==> config.mk <==
export PLATFORM = sky130hd
export DESIGN_NAME = ahb_slave_if_gen2
export DESIGN_NICKNAME = d
export VERILOG_FILES = /design/src/rtl/bridge_pkg.sv /design/src/rtl/ahb_pipe_stage.sv /design/src/rtl/ahb_slave_if_gen2.sv
export SDC_FILE = /design/constraint.sdc
export NUM_CORES = 1
export LEC_CHECK = 0
export ABC_AREA = 1
export ABC_CLOCK_PERIOD_IN_PS = 1350
export BUFFER_PORTS_ARGS = -buffer_cell sky130_fd_sc_hd__buf_2
export CAP_MARGIN = 20
export CORE_MARGIN = 3
export CORE_UTILIZATION = 32
export CTS_CLUSTER_DIAMETER = 30
export DETAILED_ROUTE_END_ITERATION = 8
export SETUP_SLACK_MARGIN = 0.5
export SYNTH_ARGS = -nofsm -noshare
export SYNTH_HDL_FRONTEND = slang
export SYNTH_SLANG_ARGS = --single-unit
==> constraint.sdc <==
create_clock -name Hclk -period 1.35 [get_ports Hclk]
set_clock_uncertainty 0.05 [all_clocks]
set_input_delay 0.2025 -clock Hclk [delete_from_list [all_inputs] [get_ports Hclk]]
set_output_delay 0.2025 -clock Hclk [all_outputs]
set_load 0.01 [all_outputs]
==> src/rtl/bridge_pkg.sv <==
// Shared constants, types and helpers for the AHB-to-APB bridge.
// Used by the AHB slave front end and its pipeline stages.
package bridge_pkg;

  localparam logic [1:0] HTRANS_IDLE   = 2'b00;
  localparam logic [1:0] HTRANS_BUSY   = 2'b01;
  localparam logic [1:0] HTRANS_NONSEQ = 2'b10;
  localparam logic [1:0] HTRANS_SEQ    = 2'b11;

  localparam logic [1:0] HRESP_OKAY  = 2'b00;
  localparam logic [1:0] HRESP_ERROR = 2'b01;

  typedef enum logic [1:0] {
    IDLE = 2'd0,
    ERR1 = 2'd1,
    ERR2 = 2'd2
  } err_state_t;

  function automatic logic [31:0] region_idx(
    input logic [63:0] addr,
    input logic [63:0] base,
    input int unsigned lg
  );
    return 32'((addr - base) >> lg);
  endfunction

endpackage

==> src/rtl/ahb_pipe_stage.sv <==
// One enable-gated register of the address/data/direction chain.
// Holds its contents whenever the enable is low.
module ahb_pipe_stage #(
  parameter int W = 65
) (
  input  logic         i_clk,
  input  logic         i_rst,
  input  logic         i_en,
  input  logic [W-1:0] i_d,
  output logic [W-1:0] o_q
);

  logic [W-1:0] r_q;

  always_ff @(posedge i_clk) begin
    if (i_rst)
      r_q <= '0;
    else if (i_en)
      r_q <= i_d;
  end

  assign o_q = r_q;

endmodule

==> src/rtl/ahb_slave_if_gen2.sv <==
// AHB slave front end: region decode, alignment check, stall-aware
// pipeline and the two-cycle AHB ERROR response.
module ahb_slave_if_gen2
  import bridge_pkg::*;
#(
  parameter int                ADDR_W     = 32,
  parameter int                DATA_W     = 32,
  parameter int                NSEL       = 3,
  parameter logic [ADDR_W-1:0] BASE       = 32'h8000_0000,
  parameter int                RGN_LOG2   = 26,
  parameter int                PIPE_DEPTH = 2
) (
  input  logic              Hclk,
  input  logic              Hreset,
  input  logic              Hwrite,
  input  logic              Hreadyin,
  input  logic [1:0]        Htrans,
  input  logic [2:0]        Hsize,
  input  logic [ADDR_W-1:0] Haddr,
  input  logic [DATA_W-1:0] Hwdata,
  input  logic [DATA_W-1:0] Prdata,
  input  logic              Pslverr_in,
  output logic              valid,
  output logic [NSEL-1:0]   tempselx,
  output logic [ADDR_W-1:0] Haddr1,
  output logic [ADDR_W-1:0] HaddrN,
  output logic [DATA_W-1:0] Hwdata1,
  output logic [DATA_W-1:0] HwdataN,
  output logic              Hwritereg,
  output logic [DATA_W-1:0] Hrdata,
  output logic [1:0]        Hresp,
  output logic              Hreadyout
);

  localparam int          W        = DATA_W + ADDR_W + 1;
  localparam logic [63:0] SPAN     = 64'(NSEL) << RGN_LOG2;
  localparam logic [63:0] LIMIT    = 64'(BASE) + SPAN;
  localparam logic [2:0]  MAX_SIZE = (DATA_W == 64) ? 3'd3 : 3'd2;

  if (LIMIT > (64'd1 << ADDR_W)) begin : g_bad_map
    $error("region map exceeds address space");
  end
  if (DATA_W != 32 && DATA_W != 64) begin : g_bad_dw
    $error("DATA_W must be 32 or 64");
  end
  if (PIPE_DEPTH < 1) begin : g_bad_depth
    $error("PIPE_DEPTH must be at least 1");
  end

  logic [63:0]       w_addr64;
  logic [31:0]       w_idx;
  logic [ADDR_W-1:0] w_mask;
  logic              w_mapped;
  logic              w_aligned;
  logic              w_active;
  logic              w_bad;
  logic [NSEL-1:0]   w_sel;

  assign w_addr64  = 64'(Haddr);
  assign w_mapped  = (w_addr64 >= 64'(BASE)) && (w_addr64 < LIMIT);
  assign w_idx     = region_idx(w_addr64, 64'(BASE), RGN_LOG2);
  assign w_mask    = ~({ADDR_W{1'b1}} << Hsize);
  assign w_aligned = (Hsize <= MAX_SIZE) && ((Haddr & w_mask) == '0);
  assign w_active  = Hreadyin &&
                     (Htrans == HTRANS_NONSEQ || Htrans == HTRANS_SEQ);
  assign w_bad     = w_active && !(w_mapped && w_aligned);

  always_comb begin
    w_sel = '0;
    for (int i = 0; i < NSEL; i++)
      if (!Hreset && w_mapped && w_idx == 32'(i))
        w_sel[i] = 1'b1;
  end

  assign tempselx = w_sel;

  err_state_t r_state;
  err_state_t w_next;

  always_ff @(posedge Hclk) begin
    if (Hreset)
      r_state <= IDLE;
    else
      r_state <= w_next;
  end

  // Errors raised while already responding are dropped, not queued
  always_comb begin
    w_next = r_state;
    case (r_state)
      IDLE:    if (w_bad || Pslverr_in) w_next = ERR1;
      ERR1:    w_next = ERR2;
      ERR2:    w_next = IDLE;
      default: w_next = IDLE;
    endcase
  end

  always_comb begin
    Hresp     = HRESP_OKAY;
    Hreadyout = 1'b1;
    case (r_state)
      ERR1: begin
        Hresp     = HRESP_ERROR;
        Hreadyout = 1'b0;
      end
      ERR2: Hresp = HRESP_ERROR;
      default: ;
    endcase
  end

  assign valid = !Hreset && w_active && w_mapped && w_aligned &&
                 (r_state == IDLE);

  logic [PIPE_DEPTH:0][W-1:0] w_chain;

  assign w_chain[0] = {Hwrite, Haddr, Hwdata};

  for (genvar k = 1; k <= PIPE_DEPTH; k++) begin : g_pipe
    ahb_pipe_stage #(.W(W)) u_stage (
      .i_clk (Hclk),
      .i_rst (Hreset),
      .i_en  (Hreadyin),
      .i_d   (w_chain[k-1]),
      .o_q   (w_chain[k])
    );
  end

  assign Haddr1    = w_chain[1][DATA_W +: ADDR_W];
  assign Hwdata1   = w_chain[1][DATA_W-1:0];
  assign HaddrN    = w_chain[PIPE_DEPTH][DATA_W +: ADDR_W];
  assign HwdataN   = w_chain[PIPE_DEPTH][DATA_W-1:0];
  assign Hwritereg = w_chain[PIPE_DEPTH][W-1];
  assign Hrdata    = Prdata;

endmodule

==> flow_summary.yaml <==
synth:
  yosysTopAreaCell: "dfxtp_1"
  synth_cell_type_count: 20
  yosys.area.top_type_share: 0.484
  yosys_warnings: 0
  synth-edff-count: 0
  synthArstFlopShare: 0
  synth.cell_area_sq_um: 5460
  postSynthAreaPerCell_sq_um: 7.78
  synth_area_leaders: "dfxtp_1 48%, nor2_1 18%, buf_4 13%"
  synth_seq_cells: 132
  seq_area_frac_synth: 0.484
  synth_top_flop_cell: "dfxtp_1"
  synthCells: 702
  synthesis.nets: 812
clocking:
  clkLatencyLatePin_ns: 0.42
  clockBufferDepth: 2
  cts.sinks: 132
  cts.clk_slew.worst_paths_ns: 0.06
  cts_root_buffer: "clkbuf_16"
  htreeDepth: 4
  cts_tree: "built"
  cts_made_buffers: 17
layout:
  final_common_cell: "nor2_1"
  ff_latch_area_sq_um: 2810
  diodes: 0
  fin_util: 0.540
  nFillCells: 1431
  multi_input_area_sq_um: 1960
  drive_gt1_frac: 0.516
  area_growth_pct: 64.5
  final_cell_mix: "252 x nor2_1, 144 x buf_6, 131 x dfxtp_2, 95 x o21ai_0, 76 x buf_4"
  final_cells: 1176
  fin_nets: 1053
detailed_routing:
  vias: 5263
  totalWireLength_mm: 16.8
  dr.pass1.iters: 4
  viasPerCell: 4.48
  wire_per_inst_um: 14.3
  drc: 0
  drtIter0Drc: 267
  final_antenna_net_count: 0
floorplan:
  dieArea_sq_um: 18700
  num_rows: 47
  num_io_pins: 274
  die_x_um: 137
  start_util: 0.328
  core_sq_um: 16600
  die_h_um: 137
timing:
  layout_min_cycle_time_ns: 1.56
  fmax_ghz: 0.641
  fin_ws_ns: -0.209
  rsz0062_at_grt: "true"
  slew_violations: 0
  setup-violations-final: 3
  hold_viol_final: 0
  post-route-period-util: 1.16
place:
  finalWeightedCongestion: 0.746
  port_buffers: 207
  dp_hpwl_mm: 9.17
  placedCellCount: 1009
global_routing:
  antenna_found_initial: 0
  overflow: 0
  first_global_vias: 5061
  grt_max_degree: 59
  grt_pass1_wl_mm: 25.8
  track_usage: 0.174
worst_setup_path:
  critical_path_required_ns: 1.10
  cp_max_fo: 2
  crit_path_start_kind: "flip-flop"
  endpoint_kind: "output port"
  crit_chain: "inv_4 > ha_4 > nand2_4 > nor4_4 > buf_2"
  cpMaxStageDelayCell: "dfxtp_2"
  critPathKind: "flip-flop to output port"
  max_stage_delay_ns: 0.32
  arrival_ns: 1.31
run_status:
  violations: "negative setup slack"
  status: "finished with violations"
pwr:
  total_power_mw: 10.9
  power_density_nw_per_um2: 1220
  irDropWorstVdd_v: 0.000841
  cellLeakagePower_nw: 4.16
run:
  drv_cap: 0
worst_hold_path:
  hold_class: "input pin to flip-flop"
## final cells by class
| type | instances | share of cell area |
|---|---|---|
| clock buffers | 24 | 0.0547 |
| clock inverters | 8 | 0.00836 |
| inverters | 13 | 0.00682 |
| multi-input cells | 418 | 0.218 |
| flip-flops and latches | 132 | 0.312 |
| well taps | 220 | 0.0306 |
| repair buffers | 361 | 0.369 |
## worst max-delay path, delay by kind of cell, from the launching register on
kind	cells	cell delay (ns)
DFF	1	0.32
buffers and inverters	2	0.25
adders and majority gates	1	0.15
and+or+nand+nor	2	0.16
## timing repair
| item | 4_1_cts | 5_1_grt |
|---|---|---|
| gates resized for setup | 277 | 63 |
| endpoints found under the setup margin | 137 | 175 |
| hold endpoints to repair | 61 | 0 |
| buffers inserted | 63 | 11 |
| pin swaps | 6 | 9 |
| hold buffers | 61 | 0 |
## final timing paths
check	to	cells after the start	slack, ns	startpoint
worst max-delay path	valid	5	-0.21	r_state[1]
worst min-delay path	g_pipe[1].u_stage.o_q[58]	3	0.06	Haddr[26]
worst max register to register	r_state[1]	6	0.22	r_state[1]
worst min register to register	g_pipe[2].u_stage.o_q[64]	2	0.43	g_pipe[1].u_stage.o_q[64]
## power breakdown
group	total [mW]	switching, mW	leakage (nW)	internal, mW
registers	4.43	0.200	1.14	4.23
clock network	4.44	1.72	0.268	2.72
logic	2.07	0.902	2.76	1.17
total	10.9	2.82	4.16	8.11
## kinds of logic after synthesis
logic type      synth area share
flops                      0.484
other cells             0.000686
fa+ha+maj                0.00916
simple gates               0.192
buf+inv                    0.186
compound gates             0.128
## metal layers
layer | share of wire | vias up | GRT usage | wire length (um)
met5 | 0 | - | 0 | 0
met4 | 0.022 | 0 | 0.0767 | 363
met3 | 0.063 | 30 | 0.0548 | 1060
met2 | 0.52 | 158 | 0.297 | 8670
met1 | 0.40 | 2468 | 0.200 | 6710
li1 | - | 2607 | - | -
## flip-flops by register name, summed over array words and instances, names as in the netlist
register,count
g_pipe.u_stage.o_q,130
r_state,2
## cells in the mapped netlist, drive strengths merged, types with 3 or more instances
| cell type | count |
|---|---|
| nand2 | 10 |
| nor2 | 258 |
| clkbuf | 22 |
| ha | 4 |
| nand3 | 3 |
| o21ai | 130 |
| a21oi | 6 |
| nor3 | 3 |
| inv | 13 |
| dfxtp | 132 |
| buf | 117 |
## metrics by stage
stage                     hold WS (ns)  setup WS (ns)  area, sq um  setup TNS [ns]
after floorplan                  0.287          0.252         5580               0
final                           0.0603         -0.209         8980          -0.385
after detailed placement         0.355         0.0211         6100               0
after global placement           0.355         0.0390         6100               0
after CTS                       0.0362         -0.236         8780          -0.506
after global routing            0.0453         -0.276         8980          -0.545
No activity file was read; power rests on OpenSTA's default activity.
